## src/rtl/mpalu_cmd_sequencer.sv

```systemverilog
`timescale 1ns/1ps
`default_nettype none
// =============================================================================
// Module   : mpalu_cmd_sequencer
// Brief    : Queues ALU requests in a small FIFO, issues them one at a time on
//            the ALU operand bus and returns {result, tag, err} in order.
// Revision : 1.0 - initial release
// =============================================================================
module mpalu_cmd_sequencer #(
    parameter int DATA_W  = 32,
    parameter int OP_W    = 3,
    parameter int TAG_W   = 4,
    parameter int DEPTH   = 4,
    parameter int ALU_LAT = 1
) (
    input  logic              clk,
    input  logic              rst,
    input  logic              cmd_valid,
    output logic              cmd_ready,
    input  logic [DATA_W-1:0] cmd_a,
    input  logic [DATA_W-1:0] cmd_b,
    input  logic [OP_W-1:0]   cmd_op,
    input  logic [TAG_W-1:0]  cmd_tag,
    output logic [DATA_W-1:0] alu_a,
    output logic [DATA_W-1:0] alu_b,
    output logic [OP_W-1:0]   alu_opcode,
    input  logic [DATA_W-1:0] alu_result,
    output logic              rsp_valid,
    input  logic              rsp_ready,
    output logic [DATA_W-1:0] rsp_result,
    output logic [TAG_W-1:0]  rsp_tag,
    output logic              rsp_err,
    output logic              busy
);

    localparam int c_ptr_w = $clog2(DEPTH);
    localparam int c_cnt_w = (ALU_LAT > 0) ? $clog2(ALU_LAT + 1) : 1;

    localparam logic [c_ptr_w:0]   c_depth   = (c_ptr_w + 1)'(DEPTH);
    localparam logic [c_ptr_w:0]   c_cnt_one = (c_ptr_w + 1)'(1);
    localparam logic [c_ptr_w-1:0] c_ptr_one = c_ptr_w'(1);
    localparam logic [c_cnt_w-1:0] c_lat     = c_cnt_w'(ALU_LAT);
    localparam logic [c_cnt_w-1:0] c_lat_one = c_cnt_w'(1);

    localparam logic [OP_W-1:0] c_op_add = OP_W'(0);
    localparam logic [OP_W-1:0] c_op_mul = OP_W'(5);
    localparam logic [OP_W-1:0] c_op_max = OP_W'(6);
    localparam logic [OP_W-1:0] c_op_min = OP_W'(7);

    typedef enum logic [1:0] {
        s_idle = 2'd0,
        s_wait = 2'd1,
        s_resp = 2'd2
    } state_t;

    // -------------------------------------------------------------------------
    // Command FIFO
    // -------------------------------------------------------------------------
    logic [DATA_W-1:0] r_mem_a   [DEPTH];
    logic [DATA_W-1:0] r_mem_b   [DEPTH];
    logic [OP_W-1:0]   r_mem_op  [DEPTH];
    logic [TAG_W-1:0]  r_mem_tag [DEPTH];

    logic [c_ptr_w-1:0] r_wr_ptr;
    logic [c_ptr_w-1:0] r_rd_ptr;
    logic [c_ptr_w:0]   r_count;

    logic w_full;
    logic w_empty;
    logic w_push;
    logic w_pop;

    logic [DATA_W-1:0] w_head_a;
    logic [DATA_W-1:0] w_head_b;
    logic [OP_W-1:0]   w_head_op;
    logic [TAG_W-1:0]  w_head_tag;
    logic              w_head_legal;

    state_t r_state;
    state_t w_state_nxt;

    assign w_full    = (r_count == c_depth);
    assign w_empty   = (r_count == '0);
    assign cmd_ready = !w_full;
    assign w_push    = cmd_valid && !w_full;
    assign w_pop     = (r_state == s_idle) && !w_empty;

    assign w_head_a     = r_mem_a[r_rd_ptr];
    assign w_head_b     = r_mem_b[r_rd_ptr];
    assign w_head_op    = r_mem_op[r_rd_ptr];
    assign w_head_tag   = r_mem_tag[r_rd_ptr];
    assign w_head_legal = (w_head_op == c_op_add) || (w_head_op == c_op_mul) ||
                          (w_head_op == c_op_max) || (w_head_op == c_op_min);

    // Storage carries no reset; only pointers and count define validity.
    always_ff @(posedge clk) begin
        if (w_push) begin
            r_mem_a[r_wr_ptr]   <= cmd_a;
            r_mem_b[r_wr_ptr]   <= cmd_b;
            r_mem_op[r_wr_ptr]  <= cmd_op;
            r_mem_tag[r_wr_ptr] <= cmd_tag;
        end
    end

    always_ff @(posedge clk) begin
        if (rst) begin
            r_wr_ptr <= '0;
            r_rd_ptr <= '0;
            r_count  <= '0;
        end else begin
            if (w_push) begin
                r_wr_ptr <= r_wr_ptr + c_ptr_one;
            end
            if (w_pop) begin
                r_rd_ptr <= r_rd_ptr + c_ptr_one;
            end
            case ({w_push, w_pop})
                2'b10:   r_count <= r_count + c_cnt_one;
                2'b01:   r_count <= r_count - c_cnt_one;
                default: r_count <= r_count;
            endcase
        end
    end

    // -------------------------------------------------------------------------
    // Issue / wait / respond sequencer
    // -------------------------------------------------------------------------
    logic [c_cnt_w-1:0] r_cnt;
    logic [TAG_W-1:0]   r_tag;

    logic [c_cnt_w-1:0] w_cnt_nxt;
    logic [TAG_W-1:0]   w_tag_nxt;
    logic [DATA_W-1:0]  w_alu_a_nxt;
    logic [DATA_W-1:0]  w_alu_b_nxt;
    logic [OP_W-1:0]    w_alu_op_nxt;
    logic [DATA_W-1:0]  w_rsp_result_nxt;
    logic [TAG_W-1:0]   w_rsp_tag_nxt;
    logic               w_rsp_err_nxt;

    always_comb begin
        w_state_nxt      = r_state;
        w_cnt_nxt        = r_cnt;
        w_tag_nxt        = r_tag;
        w_alu_a_nxt      = alu_a;
        w_alu_b_nxt      = alu_b;
        w_alu_op_nxt     = alu_opcode;
        w_rsp_result_nxt = rsp_result;
        w_rsp_tag_nxt    = rsp_tag;
        w_rsp_err_nxt    = rsp_err;

        unique case (r_state)
            s_idle: begin
                if (!w_empty) begin
                    if (w_head_legal) begin
                        w_alu_a_nxt  = w_head_a;
                        w_alu_b_nxt  = w_head_b;
                        w_alu_op_nxt = w_head_op;
                        w_cnt_nxt    = '0;
                        w_tag_nxt    = w_head_tag;
                        w_state_nxt  = s_wait;
                    end else begin
                        // Reserved opcode never reaches the ALU bus.
                        w_rsp_result_nxt = '0;
                        w_rsp_err_nxt    = 1'b1;
                        w_rsp_tag_nxt    = w_head_tag;
                        w_state_nxt      = s_resp;
                    end
                end
            end
            s_wait: begin
                if (r_cnt == c_lat) begin
                    w_rsp_result_nxt = alu_result;
                    w_rsp_tag_nxt    = r_tag;
                    w_rsp_err_nxt    = 1'b0;
                    w_state_nxt      = s_resp;
                end else begin
                    w_cnt_nxt = r_cnt + c_lat_one;
                end
            end
            s_resp: begin
                if (rsp_ready) begin
                    w_state_nxt = s_idle;
                end
            end
            default: begin
                w_state_nxt = s_idle;
            end
        endcase
    end

    always_ff @(posedge clk) begin
        if (rst) begin
            r_state    <= s_idle;
            r_cnt      <= '0;
            r_tag      <= '0;
            alu_a      <= '0;
            alu_b      <= '0;
            alu_opcode <= '0;
            rsp_result <= '0;
            rsp_tag    <= '0;
            rsp_err    <= 1'b0;
        end else begin
            r_state    <= w_state_nxt;
            r_cnt      <= w_cnt_nxt;
            r_tag      <= w_tag_nxt;
            alu_a      <= w_alu_a_nxt;
            alu_b      <= w_alu_b_nxt;
            alu_opcode <= w_alu_op_nxt;
            rsp_result <= w_rsp_result_nxt;
            rsp_tag    <= w_rsp_tag_nxt;
            rsp_err    <= w_rsp_err_nxt;
        end
    end

    assign rsp_valid = (r_state == s_resp);
    assign busy      = !w_empty || (r_state != s_idle);

endmodule

`default_nettype wire
```

## config.mk

```make
export PLATFORM = sky130hd
export DESIGN_NAME = mpalu_cmd_sequencer
export DESIGN_NICKNAME = d
export VERILOG_FILES = /design/src/rtl/mpalu_cmd_sequencer.sv
export SDC_FILE = /design/constraint.sdc
export NUM_CORES = 1
export LEC_CHECK = 0
export BUFFER_PORTS_ARGS = -buffer_cell sky130_fd_sc_hd__buf_4
export CAP_MARGIN = 20
export CORE_AREA = 2 2 174 176
export DETAILED_ROUTE_END_ITERATION = 10
export DIE_AREA = 0 0 176 178
export GPL_TIMING_DRIVEN = 0
export PLACE_DENSITY = 0.75
export REMOVE_ABC_BUFFERS = 1
export SETUP_SLACK_MARGIN = 0.4
export SYNTH_ARGS = -nofsm -noshare
export SYNTH_HDL_FRONTEND = slang
export SYNTH_SLANG_ARGS = --single-unit
```

## constraint.sdc

```tcl
create_clock -name clk -period 2.5 [get_ports clk]
set_input_delay 0.25 -clock clk [delete_from_list [all_inputs] [get_ports clk]]
set_output_delay 0.25 -clock clk [all_outputs]
set_load 0.01 [all_outputs]
```

* Word level (Yosys, flattened, before mapping)
Memories as Yosys holds them, arrays and structs flattened. A register that Yosys moved wholly into a read port is not among the register bits.
Cells that the tools add are included.
** Word-level totals
- Register bits :: 54
- Bits in writable memories :: 284
- Bits of input ports :: 107
- Output and inout bits :: 107
- Word-level logic and storage cells :: 79
- Memories :: 4
** Memory list
- r_mem_a :: depth 4, bits a word 32, read ports 1, clocked after Yosys merged registers in 1, write ports 1, line 59 : logic [DATA_W-1:0] r_mem_a [DEPTH];
- r_mem_b :: depth 4, bits a word 32, read ports 1, clocked after Yosys merged registers in 1, write ports 1, line 60 : logic [DATA_W-1:0] r_mem_b [DEPTH];
- r_mem_tag :: depth 4, bits a word 4, read ports 1, clocked after Yosys merged registers in 1, write ports 1, line 62 : logic [TAG_W-1:0] r_mem_tag [DEPTH];
- r_mem_op :: depth 4, bits a word 3, read ports 1, clocked after Yosys merged registers in 1, write ports 1, line 61 : logic [OP_W-1:0] r_mem_op [DEPTH];
** Cells by class
- Add/subtract/negate cells :: 5
- Eq/ne operators :: 13
- Muxes and demuxes :: 28
- Bitwise gates (word level) :: 1
- Reduce and logical (&&, ||, !) cells :: 18
** Operators with widths (number)
- 32-bit 2-to-1 mux :: 3
- 32-bit one-hot mux with 2 select lines :: 1
- 2-bit 2-to-1 mux :: 8
- 3-bit == test (second input constant) :: 4
- 4-bit 2-to-1 mux :: 3
- 3-bit AND reduction :: 3
- 1-bit 2-to-1 mux :: 8
- 2-bit inequality test (second input constant) :: 4
- 4-bit one-hot mux with 2 select lines :: 1
- 3-bit logical NOT :: 2
- 2-bit one-hot mux with 3 select lines :: 1
- 3-bit one-hot mux with 2 select lines :: 1
- 2-bit nonzero test :: 3
- 2-bit by 1-bit adder with 2-bit output (second input constant) :: 2
- 2-bit by 1-bit == test with 1-bit output (second input constant) :: 2
- 2-bit == test (second input constant) :: 2
- 1-bit logical OR :: 4
- 1-bit one-hot mux with 2 select lines :: 2
- 4-bit AND reduction :: 1
- 3-bit by 1-bit adder with 3-bit output (second input constant) :: 1
- 3-bit by 1-bit subtractor with 3-bit output (second input constant) :: 1
- 1-bit logical AND :: 2
- 1-bit logical NOT :: 2
- 2-bit logical NOT :: 1
- 3 further kinds :: 3

* Depth between registers and ports, before layout
- Word-level depth :: 7
- Depth in mapped cells :: 10
- Gate-level depth less buffers :: 10

* Worst setup path before layout
OpenSTA, ideal clock, no wires.
- Path type :: reg-to-reg
- Start :: register r_count[0]
- End :: memory r_mem_a[0][0], enable pin
- Library setup time :: 437 ps
- Arrival time :: 2358 ps
- Required time :: 2063 ps
- Path slack :: -296 ps
- Cell stages (with the launch flop) :: 4
- Buffers on the path :: 0
- Period minus slack after synthesis :: 2796 ps
- Cell sequence :: dfxtp_1 -> inv_1 -> nand3_1 -> and3_1
** Between the ends
- Longest elaborated chain between the ends :: 5
** RTL lines
- start: declaration :: line 66 : logic [c_ptr_w:0] r_count;
- start signal: assignment :: line 118 : 2'b10: r_count <= r_count + c_cnt_one;
- start signal: assignment :: line 119 : 2'b01: r_count <= r_count - c_cnt_one;
- start signal: assignment :: line 120 : default: r_count <= r_count;
- 3-bit == test :: line 82 : assign w_full = (r_count == c_depth);
- 1-bit logical NOT
- net cmd_ready :: line 19 : output logic cmd_ready,
- 1-bit logical AND :: line 85 : assign w_push = cmd_valid && !w_full;
- 1-bit 2-to-1 mux :: line 97 : if (w_push) begin
- 1-bit 2-to-1 mux (not written as such) :: line 98 : r_mem_a[r_wr_ptr] <= cmd_a;
- end: declaration :: line 59
The timed path passes the listed nets, and every way through them passes these cells.

==> impl_metrics.csv <==
group,metric,value,unit
outcome,outcome,"complete, no violations",
clock_network,cts-root-buf,"clkbuf_16",
floorplan,rows,63,
synthesis,ys_seq_elements,404,
synthesis,syn_inst,918,
finish,area_delta_synth_final,40.63,%
sta,max-slew-margin-rel,25.79,%
worst_setup_path,r2r-end,"rsp_result[8]$_SDFFE_PP0P_",
synthesis,synth-xor-area-share,0.2948,%
clock_network,tritoncts,"yes",
clock_network,clkTransAtPathRegs,60,ps
clock_network,h-tree-depth,2,
worst_setup_path,crit_path_top_delay_cell,"mux4_2",
min_path,min_from,"alu_result[4]",
sta,setup_viol,0,
synthesis,synth_area_leader_cell,"edfxtp_1",
grt,grt_max_degree,64,
synthesis,synth_area_leaders,"edfxtp_1, dfxtp_1, mux4_2",
drt,dr.pass1.iters,5,
min_path,hold-path-endpoint,"rsp_result[4]$_SDFFE_PP0P_",
sta,fin_ws,106.7,ps
placement,gp_congestion,0.7396,
synthesis,avgSynthCellArea,16.18,µm²
worst_setup_path,crit_path_end_kind,"flip-flop",
drt,antenna_left,0,
min_path,hp-class,"primary input to flip-flop",
clock_network,cts_buffer_depth,3,
sta,fin_skew,18.63,ps
sta,rsz0062_at_grt,"true",
synthesis,synth_warnings,0,
sta,fin_setup_tns,0,ps
drt,drt_iter0_markers,552,
drt,drc_errors,0,
sta,slew_violations,0,
synthesis,seq_area_frac_synth,73.57,%
sta,period_needed,2393,ps
worst_setup_path,path_cells,"mux4_2 > buf_6 > nor3_4 > buf_4 > or2_4 > a21oi_4 > buf_6 > buf_16 > mux2i_4",
power_and_ir_drop,ir_worst_vdd,0.8816,mV
floorplan,dieWidth,176,µm
floorplan,dieArea,31330,µm²
grt,grt_overflow,0,
run,cap_violations,0,
floorplan,core_area,29400,µm²
placement,portBuffers,213,
worst_setup_path,max_stage_delay,590,ps
synthesis,syn_area,14860,µm²
sta,worst_pin_slew,1113,ps
floorplan,start_util,50.53,%
sta,hold_viol,0,
worst_setup_path,arrival,2800,ps
floorplan,die-height,178,µm
worst_setup_path,crit_path_frequent_cell,"buf_6",
synthesis,yosysUniqueCellTypes,34,
placement,hpwl,18480,µm
placement,preCtsSetupSlack,-641.9,ps
worst_setup_path,cp-start-kind,"flip-flop",
clock_network,cts.sinks,404,
grt,grt_usage,21.72,%
worst_setup_path,r2r_slack,110,ps
grt,grt_pass1_vias,9277,
synthesis,synth_mux_area_share,13.19,%
finish,n_fill_cell,1710,
synthesis,synthAdderAreaFrac,0.5558,%
min_path,hold_depth,3,
grt,antenna_found_initial,2,
worst_setup_path,worst-setup-path-type,"flip-flop to flip-flop",
grt,grt_pass1_wl,51810,µm
power_and_ir_drop,p_leak,7.571,nW
synthesis,synth_top_family_by_area,"multiplexers",
finish,drive_above_1_share,43.82,%
worst_setup_path,cp.required,2910,ps
synthesis,synth_simple_gate_area_share,6.914,%
synthesis,synth_top_area_share,57.40,%
power_and_ir_drop,power_per_cell_area,1122,nW/µm²
finish,final_nets,1391,
drt,vias_per_cell,5.426,
drt,drt_wl_total,37020,µm
worst_setup_path,cp_max_fo,9,
drt,wl_per_cell,21.74,µm
sta,period_share,95.73,%
floorplan,io_pins,214,
synthesis,synth-compound-area-share,3.436,%
clock_network,cts-buffers-inserted,41,
clock_network,insertion_delay,530,ps
sta,fmax,0.4178,GHz
drt,vias,9241,
worst_setup_path,r2r_cells,9,
[how the worst max path moves through the flow]
stage | startpoint | end | slack, ps | depth (start not counted)
2_1_floorplan | flip-flop | alu_a[0]$_SDFFE_PP0P_ | -1520 | 5
3_3_place_gp | flip-flop | alu_a[16]$_SDFFE_PP0P_ | -4300 | 5
4_1_cts | flip-flop | alu_b[6]$_SDFFE_PP0P_ | 280 | 9
5_1_grt | flip-flop | rsp_result[8]$_SDFFE_PP0P_ | 70 | 9
3_5_place_dp | flip-flop | rsp_result[12]$_SDFFE_PP0P_ | -640 | 6
6_report | flip-flop | rsp_result[8]$_SDFFE_PP0P_ | 110 | 9
[final cells by class]
type | count | area, µm² | area share (%)
diodes | 3 | 7.507 | 0.03593
clock buffers | 63 | 1171 | 5.605
clock inverters | 12 | 95.09 | 0.4551
inverters | 7 | 36.28 | 0.1737
multi-input cells | 456 | 4538 | 21.72
flip-flops and latches | 404 | 10950 | 52.40
well taps | 390 | 488.0 | 2.336
repair buffers | 368 | 3608 | 17.27
[cell families (layout without fill, tap and decap cells)]
kind of cell | after synthesis | count (layout)
DFF | 404 | 404
and+or+nand+nor | 240 | 240
muxes | 107 | 107
AOI/OAI and AO/OA | 96 | 98
buffers and inverters | 60 | 450
adders and majority gates | 6 | 6
xor gates and xnor gates | 5 | 5
other | 0 | 3
[registers in the layout (all words and copies together) (netlist names), named ones only]
register	count
alu_a	32
alu_b	32
alu_opcode	3
r_cnt	1
r_count	3
r_mem_a	128
r_mem_b	128
r_mem_op	12
r_mem_tag	16
r_rd_ptr	2
r_state	2
r_tag	4
r_wr_ptr	2
rsp_err	1
rsp_result	32
rsp_tag	4
[cells in the final DEF (no fill, tap or decap), types with 4 or more instances in the layout]
cell | synthesis | final
mux2i_1 | 36 | 34
buf_12 | 2 | 12
ha_1 | 5 | 4
dfxtp_4 | 0 | 4
a21oi_2 | 1 | 64
a21oi_1 | 80 | 16
a211oi_2 | 0 | 4
clkbuf_16 | 0 | 49
clkbuf_1 | 31 | 18
buf_16 | 0 | 14
buf_6 | 2 | 12
clkinv_2 | 0 | 5
nand2_4 | 0 | 60
nand2_2 | 0 | 18
nand2b_1 | 33 | 33
nand2_1 | 177 | 99
and3_4 | 0 | 4
mux4_2 | 71 | 71
nor2_1 | 13 | 12
dfxtp_1 | 120 | 114
edfxtp_1 | 284 | 284
clkinv_1 | 0 | 4
buf_4 | 0 | 224
dlygate4sd3_1 | 0 | 97
[metrics by stage]
stage          cell area (µm²)  instances  util [%]  hold WS [ps]  power, mW
2_1_floorplan            14580        865         -         319.1      12.02
3_3_place_gp             16670       1468     56.69         441.1      13.61
3_5_place_dp             17020       1480     57.88         447.1      14.28
4_1_cts                  19790       1684     67.32         2.183      21.55
5_1_grt                  20890       1702     71.05         11.70      24.36
6_report                 20890       1703     71.06         21.13      23.44
[where the power goes]
part | total [mW] | internal (mW) | switching (mW)
Sequential | 8.87 | 8.21 | 0.659
Clock | 5.80 | 3.34 | 2.45
Combinational | 8.77 | 4.31 | 4.46
[cells in the mapped netlist]
| cell | number |
|---|---|
| a211oi_1 | 4 |
| a21oi_1 | 80 |
| a21oi_2 | 1 |
| a221oi_1 | 1 |
| and2_1 | 1 |
| and3_1 | 4 |
| buf_1 | 2 |
| buf_12 | 2 |
| buf_2 | 15 |
| buf_6 | 2 |
| buf_8 | 1 |
| clkbuf_1 | 31 |
| dfxtp_1 | 120 |
| edfxtp_1 | 284 |
| fa_1 | 1 |
| ha_1 | 5 |
| inv_1 | 6 |
| inv_2 | 1 |
| mux2i_1 | 36 |
| mux4_2 | 71 |
| nand2_1 | 177 |
| nand2b_1 | 33 |
| nand3_1 | 1 |
| nor2_1 | 13 |
| nor2b_1 | 4 |
| nor3_1 | 3 |
| nor3_2 | 1 |
| o21a_1 | 5 |
| o21ai_0 | 4 |
| o21ai_1 | 1 |
| or2_4 | 1 |
| or3_1 | 2 |
| xnor2_1 | 2 |
| xor2_1 | 3 |
[routing by layer]
layer | routed length [µm] | GRT usage [%]
met4 | 1043 | 7.507
met1 | 14640 | 27.01
met3 | 2331 | 5.009
met5 | 0 | 0
met2 | 19000 | 37.68
[timing repair]
item                       in CTS  in global routing
gates resized for setup        27                233
pin swaps                       7                 75
hold endpoints to repair      310                  0
cloned                          7                  7
setup endpoints to repair     112                112
hold buffers                   97                  0
setup buffers                  25                  9
[worst max-delay path, delay by kind of cell, from the launching register on]
family,cells,cell delay [ps]
AO/OA/AOI/OAI,1,80
AND/OR/NAND/NOR,2,370
multiplexers,2,770
flip-flops,1,390
buffers and inverters,4,650
(Power assumes the default switching activity.)
